File: src/rtl/sram_controller.sv
// Two-phase 16-bit SRAM sequencer for 32-bit MEM-stage loads/stores.
// Holds `ready` low while a word access is split into LO/HI half-word phases.
module sram_controller #(
  parameter int          ADDR_WIDTH  = 18,
  parameter int          WAIT_CYCLES = 2,
  parameter logic [31:0] BASE_ADDR   = 32'd1024
) (
  input  logic                  CLK,
  input  logic                  RST,
  input  logic                  MEM_R_EN,
  input  logic                  MEM_W_EN,
  input  logic [31:0]           ALU_Res,
  input  logic [31:0]           ST_val,
  output logic [31:0]           read_data,
  output logic                  ready,
  output logic [ADDR_WIDTH-1:0] SRAM_ADDR,
  output logic [15:0]           SRAM_DQ_out,
  input  logic [15:0]           SRAM_DQ_in,
  output logic                  SRAM_DQ_oe,
  output logic                  SRAM_WE_N,
  output logic                  SRAM_OE_N
);

  localparam int CW = (WAIT_CYCLES > 1) ? $clog2(WAIT_CYCLES) : 1;

  typedef enum logic [1:0] {IDLE, LO, HI, DONE} state_t;

  state_t        state;
  logic [CW-1:0] cnt;
  logic [29:0]   word;
  logic [31:0]   wdata;
  logic          rw;
  logic          req;
  logic          last;
  logic [31:0]   offset;

  assign req    = MEM_R_EN | MEM_W_EN;
  assign last   = (cnt == CW'(WAIT_CYCLES - 1));
  assign offset = ALU_Res - BASE_ADDR;
  assign ready  = ((state == IDLE) && !req) || (state == DONE);

  always_ff @(posedge CLK) begin
    if (!RST) begin
      state     <= IDLE;
      cnt       <= '0;
      read_data <= '0;
      word      <= '0;
      wdata     <= '0;
      rw        <= 1'b0;
    end else begin
      case (state)
        IDLE: if (req) begin
          word  <= 30'(offset >> 2);
          wdata <= ST_val;
          // simultaneous R/W enables resolve to a read
          rw    <= MEM_W_EN & ~MEM_R_EN;
          cnt   <= '0;
          state <= LO;
        end
        LO, HI: begin
          if (last) begin
            cnt <= '0;
            if (!rw) begin
              if (state == LO) read_data[15:0]  <= SRAM_DQ_in;
              else             read_data[31:16] <= SRAM_DQ_in;
            end
            state <= (state == LO) ? HI : DONE;
          end else begin
            cnt <= cnt + 1'b1;
          end
        end
        default: state <= IDLE;
      endcase
    end
  end

  // Pin decode uses only registered state so strobes are clean for a whole cycle.
  always_comb begin
    SRAM_ADDR   = '0;
    SRAM_DQ_out = '0;
    SRAM_DQ_oe  = 1'b0;
    SRAM_WE_N   = 1'b1;
    SRAM_OE_N   = 1'b1;
    if (state == LO || state == HI) begin
      SRAM_ADDR = ADDR_WIDTH'({word, state == HI});
      if (rw) begin
        SRAM_WE_N   = 1'b0;
        SRAM_DQ_oe  = 1'b1;
        SRAM_DQ_out = (state == HI) ? wdata[31:16] : wdata[15:0];
      end else begin
        SRAM_OE_N = 1'b0;
      end
    end
  end

endmodule

File: config.mk
export PLATFORM = sky130hd
export DESIGN_NAME = sram_controller
export DESIGN_NICKNAME = d
export VERILOG_FILES = /design/src/rtl/sram_controller.sv
export SDC_FILE = /design/constraint.sdc
export NUM_CORES = 1
export LEC_CHECK = 0
export BUFFER_PORTS_ARGS = -buffer_cell sky130_fd_sc_hd__clkbuf_2
export CAP_MARGIN = 20
export CORE_MARGIN = 10
export CORE_UTILIZATION = 51
export CTS_CLUSTER_DIAMETER = 120
export CTS_CLUSTER_SIZE = 14
export DETAILED_ROUTE_END_ITERATION = 12
export PLACE_DENSITY_LB_ADDON = 0.1
export RECOVER_POWER = 50
export SYNTH_ARGS = -nofsm -noshare
export SYNTH_HDL_FRONTEND = slang
export SYNTH_SLANG_ARGS = --single-unit
File: constraint.sdc
create_clock -name CLK -period 4.84 [get_ports CLK]
set_clock_uncertainty 0.1 [all_clocks]
set_input_delay 0.726 -clock CLK [delete_from_list [all_inputs] [get_ports CLK]]
set_output_delay 0.726 -clock CLK [all_outputs]
set_load 0.05 [all_outputs]
**Word-level counts from Yosys, hierarchy flattened**

Cells that the tools add are included.

- Bits in registers: 85
- Output and inout port bits: 70
- Logic and storage cells: 47

- $add $sub $neg: 2
- Equal/unequal tests: 5
- Multiplexer cells: 16
- Bitwise operators: 5
- Reductions and logical operators: 12

Operator list:

| kind | number |
|---|---|
| 2-to-1 mux 16 bit | 3 |
| subtractor 19 x 11 -> 19 bit (second input constant) | 1 |
| 2-to-1 mux 18 bit | 1 |
| 2-to-1 mux 1 bit | 8 |
| AND reduction 4 bit | 2 |
| AND reduction 2 bit | 3 |
| equality test 2 bit (second input constant) | 2 |
| 2-to-1 mux 2 bit | 2 |
| != test 2 bit (second input constant) | 2 |
| one-hot mux 2 bit (2 select lines) | 1 |
| inverter 1 bit | 3 |
| equality test 2 x 1 -> 1 bit (second input constant) | 1 |
| logical NOT 2 bit | 1 |
| logical OR 1 bit | 2 |
| one-hot mux 1 bit (2 select lines) | 1 |
| nonzero test 2 bit | 1 |
| OR reduction 2 bit | 1 |
| adder 1 bit (second input constant) | 1 |
| AND 1 bit | 1 |
| logical AND 1 bit | 1 |
| logical NOT 1 bit | 1 |
| bitwise OR 1 bit | 1 |

**Logic depth before layout (Yosys ltp)**

- Depth in word-level cells: 4
- Gate-level depth with buffers: 7

**Least setup slack after synthesis**

No wires, ideal clock.

- Path kind: register to output
- Start point: reg state[0]
- End point: out SRAM_DQ_out[10]
- Arrival: 2331 ps
- Data required time: 4014 ps
- Setup slack: 1683 ps
- Cell stages (with the launch flop): 7
- Path through: dfxtp_1 > inv_1 > ha_1 > clkbuf_1 > buf_2 > mux2i_1 > nor2_1

- Word-level cells in the longest chain between the ends: 4
- Elaborated cells between the ends (all ways): 6
- Those cells by class: eq/ne: 2; mux: 3; reduce/logical: 1

RTL lines:

| item | RTL line | RTL |
|---|---|---|
| start, declared | 28 | `state_t state;` |
| start signal, assigned | 67 | `state <= (state == LO) ? HI : DONE;` |
| equality test 2 bit | 84, 89 |  |
| 2-to-1 mux 16 bit | 89 | `SRAM_DQ_out = (state == HI) ? wdata[31:16] : wdata[15:0];` |
| 2-to-1 mux 16 bit | 86 | `if (rw) begin` |
| 2-to-1 mux 16 bit (*) | 84 | `if (state == LO \|\| state == HI) begin` |
| end, declared | 17 | `output logic [15:0] SRAM_DQ_out,` |

Every way passes the cells marked *; elsewhere a longest branch is shown, timed or not.

**Final worst setup path**

- Start point: in RST
- End point: reg wdata[2]

RTL lines:

| item | RTL line | RTL |
|---|---|---|
| start, declared | 9 | `input logic RST,` |
| end signal, assigned | 54 | `wdata <= ST_val;` |
| end, declared | 31 | `logic [31:0] wdata;` |

No word-level cell between the ends.

==> reports/metrics.cfg <==
[clock_tree]
cts_resized=0
clk_path_buf_depth=2
postCtsHoldBufs=0
tritoncts=yes
root_buffer=clkbuf_8
numCtsBuffers=9
clkSlewWorstSetupHoldPaths_ns=0.08
cts_sinks=85
htreeDepth=3
clkLatencyLatePin_ns=0.34
postCtsSetupRepairBufs=0

[global_routing]
busiest_layer=met2
grt_pass1_wl_mm=14.6
grt_use_met3=0.0516
antenna_found_initial=0
gr-usage-all-layers=0.171
grtUsageMet1=0.206
grt_overflow=0
use_met2=0.281
first_global_vias=3156
grt_max_degree=79

[setup_path]
r2r-end=word[14]
critPathKind=primary input to register
cp_common_cell=clkbuf_1
r2r_slack_ns=1.99
crit_fanout=78
rr_startpoint=state[0]
arrival_ns=3.53
crit_chain=clkbuf_1, clkinv_1, clkbuf_1, a21oi_1
worst-r2r-cell-count=5
max_stage_delay_ns=2.42
worstSetupStartpointType=primary input
required_ns=4.79
slowest_stage=clkbuf_1
end_kind=register

[logic_synthesis]
synthAdderAreaFrac=0.0179
synth_top_family_by_area=simple AND/OR/NAND/NOR gates
synthMuxAreaShare=0.0458
synthFlopType=dfxtp_1
synth.avg_cell_area_um2=7.81
synth-simple-area-share=0.255
synthCells=448
synth_nets=537
yosys_warnings=0
seq_area_frac_synth=0.486
synth-edff-count=0
synth_compound_area_frac=0.151
ys_ff_latch=85
synthesis.area_um2=3500
ys_types=36
synthXorXnorAreaFrac=0.00501
ys_async_sr_fraction=0

[finish]
antenna_cells=0
fin_util=0.655
final_cell_mix=nand2_1, clkbuf_2, dfxtp_1, a21oi_1, clkbuf_1
syn_to_final_growth_pct=25.7
fillers=635
drive_gt1_frac=0.221
layout_commonest_cell=nand2_1
fin_nets=659

[worst_hold_path]
hold-path-endpoint=word[0]
hold_depth=2
hp-start=word[0]
hold_class=register to register

[power_and_ir_drop]
power_density_nw_per_um2=470
ir_drop_uv=238
p_leak_nw=1.80

[floorplan]
ios=154
die_height_um=103
start_util=0.521
die_w_um=103
rows=30
design.die.area_um2=10600
coreArea_um2=6720

[timing]
hold_violations=0
worst_pin_slew_ns=3.44
slew_headroom=-1.30
clock.fmax_mhz=279
min_period_over_period=0.741
layout_min_cycle_time_ns=3.59
rsz0062_at_grt=false
drv_slew=138
setup_violations=0
setup_tns_ns=0

[detailed_routing]
drt-initial-drc-count=104
post_drt_wl_per_cell_um=14.4
routed_via_density=5.05
antenna_left=0
drcViolationCount=0
vias=3311
routed_wl_mm=9.40
drtPass1Iterations=4

[placed_design]
dpl.hpwl_mm=6.67
port_buffers=138
gp_congestion=0.779

[status]
status=finished, violations left
violations=capacitance limit, slew limit

[flow_run]
cap_violations=2

logic make-up after synthesis:
group / Yosys count
mux: 16
simple gates: 204
buf+inv: 36
compound gates: 100
fa+ha+maj: 5
xor+xnor: 2
flops: 85
report_power, final:
part	switching [mW]	internal, mW	leakage, nW	total [mW]
registers	0.0589	0.811	0.696	0.870
logic	0.458	0.191	0.994	0.649
clock network	0.244	0.306	0.106	0.550
total	0.761	1.31	1.80	2.07
registers in the layout (all words and copies together), names as in the netlist:
| register | cells |
|---|---|
| cnt | 1 |
| rw | 1 |
| read_data | 32 |
| state | 2 |
| word | 17 |
| wdata | 32 |
how the worst max path moves through the flow:
stage / startpoint / endpoint / slack, ns
floorplan: state[0] / SRAM_DQ_out[10] / 1.68
global placement: state[0] / SRAM_DQ_out[15] / 1.73
detailed placement: state[0] / SRAM_DQ_out[12] / 1.63
CTS: state[0] / SRAM_DQ_out[12] / 1.25
global route: RST / read_data[21] / 0.94
finish: RST / wdata[2] / 1.25
critical path: cells and delay by family:
kind	cells	cell delay, ns
AO/OA/AOI/OAI	1	0.12
buffers and inverters	3	2.66
layout make-up:
cell class	count	area (µm²)	area share
Timing Repair Buffer	141	672	0.153
Inverter	6	22.5	0.00512
Multi-Input combinational cell	327	1680	0.382
Clock inverter	5	83.8	0.0191
Clock buffer	11	141	0.0321
Sequential cell	85	1700	0.387
Tap cell	80	100	0.0227
synth_stat cells, types with 2 or more instances:
cell type / instances / area (µm²)
a211oi_1: 6 / 45.0
a21oi_1: 77 / 385
o21ai_0: 10 / 50.1
and2_1: 17 / 106
a31oi_1: 3 / 18.8
clkbuf_1: 28 / 105
nor2_1: 22 / 82.6
and4_1: 2 / 17.5
ha_1: 5 / 62.6
nor3_1: 2 / 10.0
xnor2_1: 2 / 17.5
mux2i_1: 16 / 160
nor3b_1: 2 / 15.0
dfxtp_1: 85 / 1700
nand2b_1: 2 / 12.5
nand2_1: 145 / 544
inv_1: 5 / 18.8
per-layer routing:
metal,part of all wire,vias up
li1,-,1720
met1,0.45,1495
met2,0.46,88
met3,0.079,8
met4,0.0089,0
met5,0,-
metrics by stage:
stage	cells	power (mW)	worst slack [ns]	instance area [µm²]	hold slack, ns
after floorplan	448	1.37	1.68	3500	0.332
after global placement	638	1.52	1.73	4210	0.338
after detailed placement	638	1.54	1.63	4210	0.343
after CTS	654	2.09	1.25	4440	0.353
after global routing	655	2.19	0.939	4400	0.374
final	655	2.07	1.25	4400	0.352
Power figures use the tool's default switching activity.
